**config.mk**
```make
export PLATFORM = sky130hd
export DESIGN_NAME = pw_gated_reg_bank
export DESIGN_NICKNAME = d
export VERILOG_FILES = /design/src/rtl/pw_gated_reg_bank.sv
export SDC_FILE = /design/constraint.sdc
export NUM_CORES = 1
export LEC_CHECK = 0
export ABC_CLOCK_PERIOD_IN_PS = 2000
export CORE_MARGIN = 3
export CORE_UTILIZATION = 35
export CTS_CLUSTER_DIAMETER = 200
export DETAILED_ROUTE_END_ITERATION = 10
export SLEW_MARGIN = 5
export SYNTH_ARGS = -nofsm -noshare
export SYNTH_HDL_FRONTEND = slang
export SYNTH_SLANG_ARGS = --single-unit
```
**constraint.sdc**
```tcl
create_clock -name clk -period 2 [get_ports clk]
set_clock_uncertainty 0.1 [all_clocks]
set_input_delay 0.2 -clock clk [delete_from_list [all_inputs] [get_ports clk]]
set_output_delay 0.2 -clock clk [all_outputs]
set_load 0.02 [all_outputs]
```
**src/rtl/pw_gated_reg_bank.sv**
```systemverilog
// Password-gated register bank with failure lockout; writes need a grant registered on an earlier cycle.
// Optional idle auto-relock is enabled by defining PW_GATED_REG_AUTO_RELOCK_EN.
module pw_gated_reg_bank #(
   parameter int              DATA_W         = 8,
   parameter int              PW_W           = 3,
   parameter int              NUM_REGS       = 4,
   parameter logic [PW_W-1:0] PASSWORD       = 3'h4,
   parameter int              MAX_ATTEMPTS   = 3,
   parameter int              LOCKOUT_CYCLES = 16,
   parameter int              IDLE_CYCLES    = 64,
   localparam int             ADDR_W         = $clog2(NUM_REGS)
) (
   input  logic              clk,
   input  logic              rst,
   input  logic              pw_valid,
   input  logic [PW_W-1:0]   pw_in,
   input  logic              relock,
   input  logic              wr_en,
   input  logic [ADDR_W-1:0] wr_addr,
   input  logic [DATA_W-1:0] wr_data,
   input  logic [ADDR_W-1:0] rd_addr,
   output logic [DATA_W-1:0] rd_data,
   output logic              unlocked,
   output logic              locked_out,
   output logic              wr_err
);

   localparam int FW = $clog2(MAX_ATTEMPTS + 1);
   localparam int TW = (LOCKOUT_CYCLES > 1) ? $clog2(LOCKOUT_CYCLES) : 1;
   localparam logic [FW-1:0] FAIL_LAST  = FW'(MAX_ATTEMPTS - 1);
   localparam logic [TW-1:0] TIMER_LOAD = TW'(LOCKOUT_CYCLES - 1);

   if (NUM_REGS < 2 || PASSWORD == '0 || MAX_ATTEMPTS < 1 ||
       LOCKOUT_CYCLES < 1 || IDLE_CYCLES < 1) begin : g_bad_params
      $error("pw_gated_reg_bank: invalid parameter set");
   end

   typedef enum logic [1:0] {LOCKED, UNLOCKED, LOCKOUT} state_t;

   state_t            state, state_next;
   logic [FW-1:0]     fail_cnt;
   logic [TW-1:0]     timer;
   logic [DATA_W-1:0] regs [NUM_REGS];
   logic              pw_ok, wr_ok, rd_in_range;

`ifdef PW_GATED_REG_AUTO_RELOCK_EN
   localparam int IW = (IDLE_CYCLES > 1) ? $clog2(IDLE_CYCLES) : 1;
   localparam logic [IW-1:0] IDLE_LAST = IW'(IDLE_CYCLES - 1);
   logic [IW-1:0] idle_cnt;
`endif

   // A write needs the grant already in state; relock in the same cycle takes priority.
   assign pw_ok       = (pw_in == PASSWORD) && (pw_in != '0);
   assign wr_ok       = wr_en && (state == UNLOCKED) && !relock && (32'(wr_addr) < NUM_REGS);
   assign rd_in_range = 32'(rd_addr) < NUM_REGS;

   always_comb begin
      state_next = state;
      case (state)
         LOCKED: begin
            if (pw_valid) begin
               if (pw_ok)                       state_next = UNLOCKED;
               else if (fail_cnt == FAIL_LAST)  state_next = LOCKOUT;
            end
         end
         UNLOCKED: begin
            if (relock) state_next = LOCKED;
`ifdef PW_GATED_REG_AUTO_RELOCK_EN
            else if (!wr_ok && idle_cnt == IDLE_LAST) state_next = LOCKED;
`endif
         end
         LOCKOUT: begin
            if (timer == '0) state_next = LOCKED;
         end
         default: state_next = LOCKED;
      endcase
   end

   always_ff @(posedge clk or posedge rst) begin
      if (rst) begin
         state      <= LOCKED;
         fail_cnt   <= '0;
         timer      <= '0;
         rd_data    <= '0;
         unlocked   <= 1'b0;
         locked_out <= 1'b0;
         wr_err     <= 1'b0;
         for (int i = 0; i < NUM_REGS; i++) regs[i] <= '0;
`ifdef PW_GATED_REG_AUTO_RELOCK_EN
         idle_cnt   <= '0;
`endif
      end else begin
         state      <= state_next;
         unlocked   <= (state_next == UNLOCKED);
         locked_out <= (state_next == LOCKOUT);
         wr_err     <= wr_en && !wr_ok;
         // Gate on the next state so contents vanish on the same edge the session ends.
         rd_data    <= (state_next == UNLOCKED && rd_in_range) ? regs[rd_addr] : '0;
         if (wr_ok) regs[wr_addr] <= wr_data;

         case (state)
            LOCKED: begin
               if (pw_valid) begin
                  if (pw_ok) begin
                     fail_cnt <= '0;
                  end else if (fail_cnt == FAIL_LAST) begin
                     fail_cnt <= '0;
                     timer    <= TIMER_LOAD;
                  end else begin
                     fail_cnt <= fail_cnt + 1'b1;
                  end
               end
            end
            LOCKOUT: begin
               if (timer != '0) timer <= timer - 1'b1;
            end
            default: ;
         endcase

`ifdef PW_GATED_REG_AUTO_RELOCK_EN
         idle_cnt <= (state == UNLOCKED && state_next == UNLOCKED && !wr_ok) ?
                     idle_cnt + 1'b1 : '0;
`endif
      end
   end

endmodule
```
==> out/summary.txt <==
Min Tclk post-route - 1.90 ns
Slew margin rel. - 70.8%
Most frequent cells in the layout - dfrtp_1 (51), clkdlybuf4s50_1 (30), mux2_2 (24)
Simple-Gate Fraction of Synth Area - 11.9%
CTS HTree Levels - 2
Most common cell after layout, fill and taps aside - dfrtp_1
Wire length on met2 - 2450 um
Crit Path Class - reg -> reg
Core area - 6130 sq um
Synth-to-Final Area Change - 23.8%
Hold_buf cts - 0
Routed length on met1 - 2010 um
Sw Pwr - 730 uW
Global-route wire length before repair - 7690 um
Routed WL per cell - 17.1 um
Setup bufs post-CTS - 0
Initial antenna violation count - 0
Worst Path Max Fanout - 5
Slew Viols, Final - 0
Vias per cell - 5.24
R2r setup slk - 0.10 ns
Die Ht - 87.1 um
CTS tree - done
Mean Syn Cell Area - 14.8 sq um
Initial core utilization - 37.5%
Clk_lat worst skew - 0.30 ns
RSZ-0062 raised after global routing - false
Reg2Reg Launch Point - timer[0]
Run status - completed
DP HPWL - 3390 um
Largest area contributor in the netlist - dfrtp_1
Clock tree buffer depth - 2
Multiplexer area fraction after synthesis - 25.2%
RePlAce Congestion - 0.753
Worst-margin pin slew - 0.432 ns
Post-synthesis net count - 176
Worst r2r path cells - 5
CP required - 2.09 ns
Clock share of power - 21.8%
Netlist Area Pre-Place - 2300 sq um
Drt initial violations - 56
Final TNS setup - 0 ns
Power per Cell Area - 899 nW/um^2
Antenna-violating nets left - 0
Max stage delay on crit path - 0.50 ns
DR pass1 iterations - 4
Largest family of logic cells by synthesized area - multiplexers
Final Hold Fails - 0
Pin count of the biggest net entering global routing - 23
# IOs - 31
DRC viols - 0
Nets@finish - 219
Logic pwr share - 24.9%
Worst vdd ir - 619 uV
CTS Buf Count - 5
Fmax - 527 MHz
Met3 wire length - 142 um
Via count - 1436
Max_cap viols - 0
Hold WC Path Type - in -> async
Synth Area in Compound Gates - 4.62%
CP endpoint kind - register
Remaining global-route overflow - 0
Row cnt - 28
Reg power frac - 53.3%
Vias in the first global route - 1563
PortBufs - 30
Switching Share - 28.5%
Clk sink count - 51
Ant. Diodes - 0
Placed instance count - 266
Critical path arrival - 1.99 ns
Final cell utilization of the core - 46.5%
Mapped Cells - 155
Area share of the largest cell type after synthesis - 55.5%
Synth Area in Adders - 0.544%
WL final - 4690 um
Worst r2r dst - timer[0]
Unique masters post-synth - 38
Synthesis warning total - 0
CP Cell Sequence - inv_1 -> ha_1 -> or3b_2 -> mux2i_1 -> a221oi_1
Highest metal layer with signal wires - met4
Gr usage total - 13.5%
CP startpoint kind - register
Synth Register Bits - 51
Synth top area cells - dfrtp_1 (55%), mux2_2 (12%), mux4_2 (7.8%)
Die area - 7580 sq um
Fillers - 530
CP max-delay cell - or3b_2
Sequential area share after synthesis - 55.5%
Final period utilization - 94.9%
Final std cells w/o fill - 274
Clk Tree Root Cell - clkbuf_8
Internal power - 1830 uW
CTS resizes - 0
Layout cell share with drive strength beyond 1 - 32.7%
Die width - 87.1 um
Reg clk slew, reported paths - 0.09 ns
Leakage - 0.00132 uW
Count of final setup violators - 0
Synth Area in XOR/XNOR - 0%
[worst max path at each step]
stage / from / end / slack, ns / depth (start not counted)
global route: timer[0] / timer[0] / 0.03 / 5
finish: timer[0] / timer[0] / 0.10 / 5
global placement: wr_en / regs[18] / 0.09 / 5
floorplan: timer[0] / timer[0] / 0.32 / 5
detailed placement: wr_en / regs[16] / 0.06 / 5
CTS: timer[0] / timer[0] / 0.09 / 5
[logic make-up after synthesis]
kind of cell,Yosys count
flip-flops,51
multiplexers,41
AND/OR/NAND/NOR,36
AO/OA/AOI/OAI,15
adder cells (fa/ha/maj),1
buffers and inverters,11
[worst max-delay path, delay by kind of cell (launching register included)]
kind	cells	cell delay (ns)
AOI/OAI and AO/OA	1	0.31
adders and majority gates	1	0.18
DFF	1	0.44
muxes	1	0.16
buffers and inverters	1	0.10
and+or+nand+nor	1	0.50
[sequential cells by signal, indices dropped and copies added (netlist names)]
register,flops
regs,32
locked_out,1
state,2
fail_cnt,2
unlocked,1
rd_data,8
timer,4
wr_err,1
[cells in the mapped netlist]
cell       number
a311oi_1        1
buf_6           1
nor3b_1         9
nand2b_1        4
nor2b_1         2
inv_1           4
o22a_1          1
mux4_2          8
a221oi_1        1
buf_2           3
nand3b_2        1
a22oi_1         1
clkbuf_1        2
mux2_2         24
nor4_1          1
a21oi_1         1
a21boi_0        1
nor4bb_1        1
ha_1            1
and4bb_2        1
nor3b_4         1
nor2_1          5
mux2i_1         1
o31a_1          1
dfrtp_1        51
or3b_1          1
o21ai_0         5
a32o_1          1
or3b_2          1
buf_1           1
and4b_1         1
nand2_1         3
or3_1           3
o31ai_1         1
nor4b_1         1
a2bb2oi_1       1
nand4b_4        1
mux2_4          8
[layout make-up]
type / instances / area (sq um) / area share (%)
sequential: 51 / 1280 / 44.8
multi-input combinational: 93 / 972 / 34.1
timing repair buffer: 43 / 410 / 14.4
tap: 75 / 93.8 / 3.29
clock buffer: 7 / 76.3 / 2.68
inverter: 4 / 15.0 / 0.527
clock inverter: 1 / 5.00 / 0.176
[stage by stage]
step	worst slack, ns	area, sq um	hold slack (ns)	power (uW)
6_report	0.102	2850	0.120	2560
2_1_floorplan	0.324	2300	0.222	1800
5_1_grt	0.0294	2850	0.170	2730
3_3_place_gp	0.0926	2770	0.378	1980
4_1_cts	0.0935	2850	0.135	2600
3_5_place_dp	0.0604	2770	0.393	2030
[per-layer routing]
layer  up-vias  track usage, %
met2        24            23.2
met3         9            3.03
met4         0            5.38
li1        659               -
met1       744            16.3
met5         -               0
[power groups by stage]
stage,logic [uW],registers (uW),clock network [uW]
after global placement,612,1370,0
after floorplan,443,1350,0
final,637,1360,559
after global routing,698,1390,643
after detailed placement,644,1380,0
after CTS,649,1360,590
Note: power is estimated with default switching activity, not from simulation.
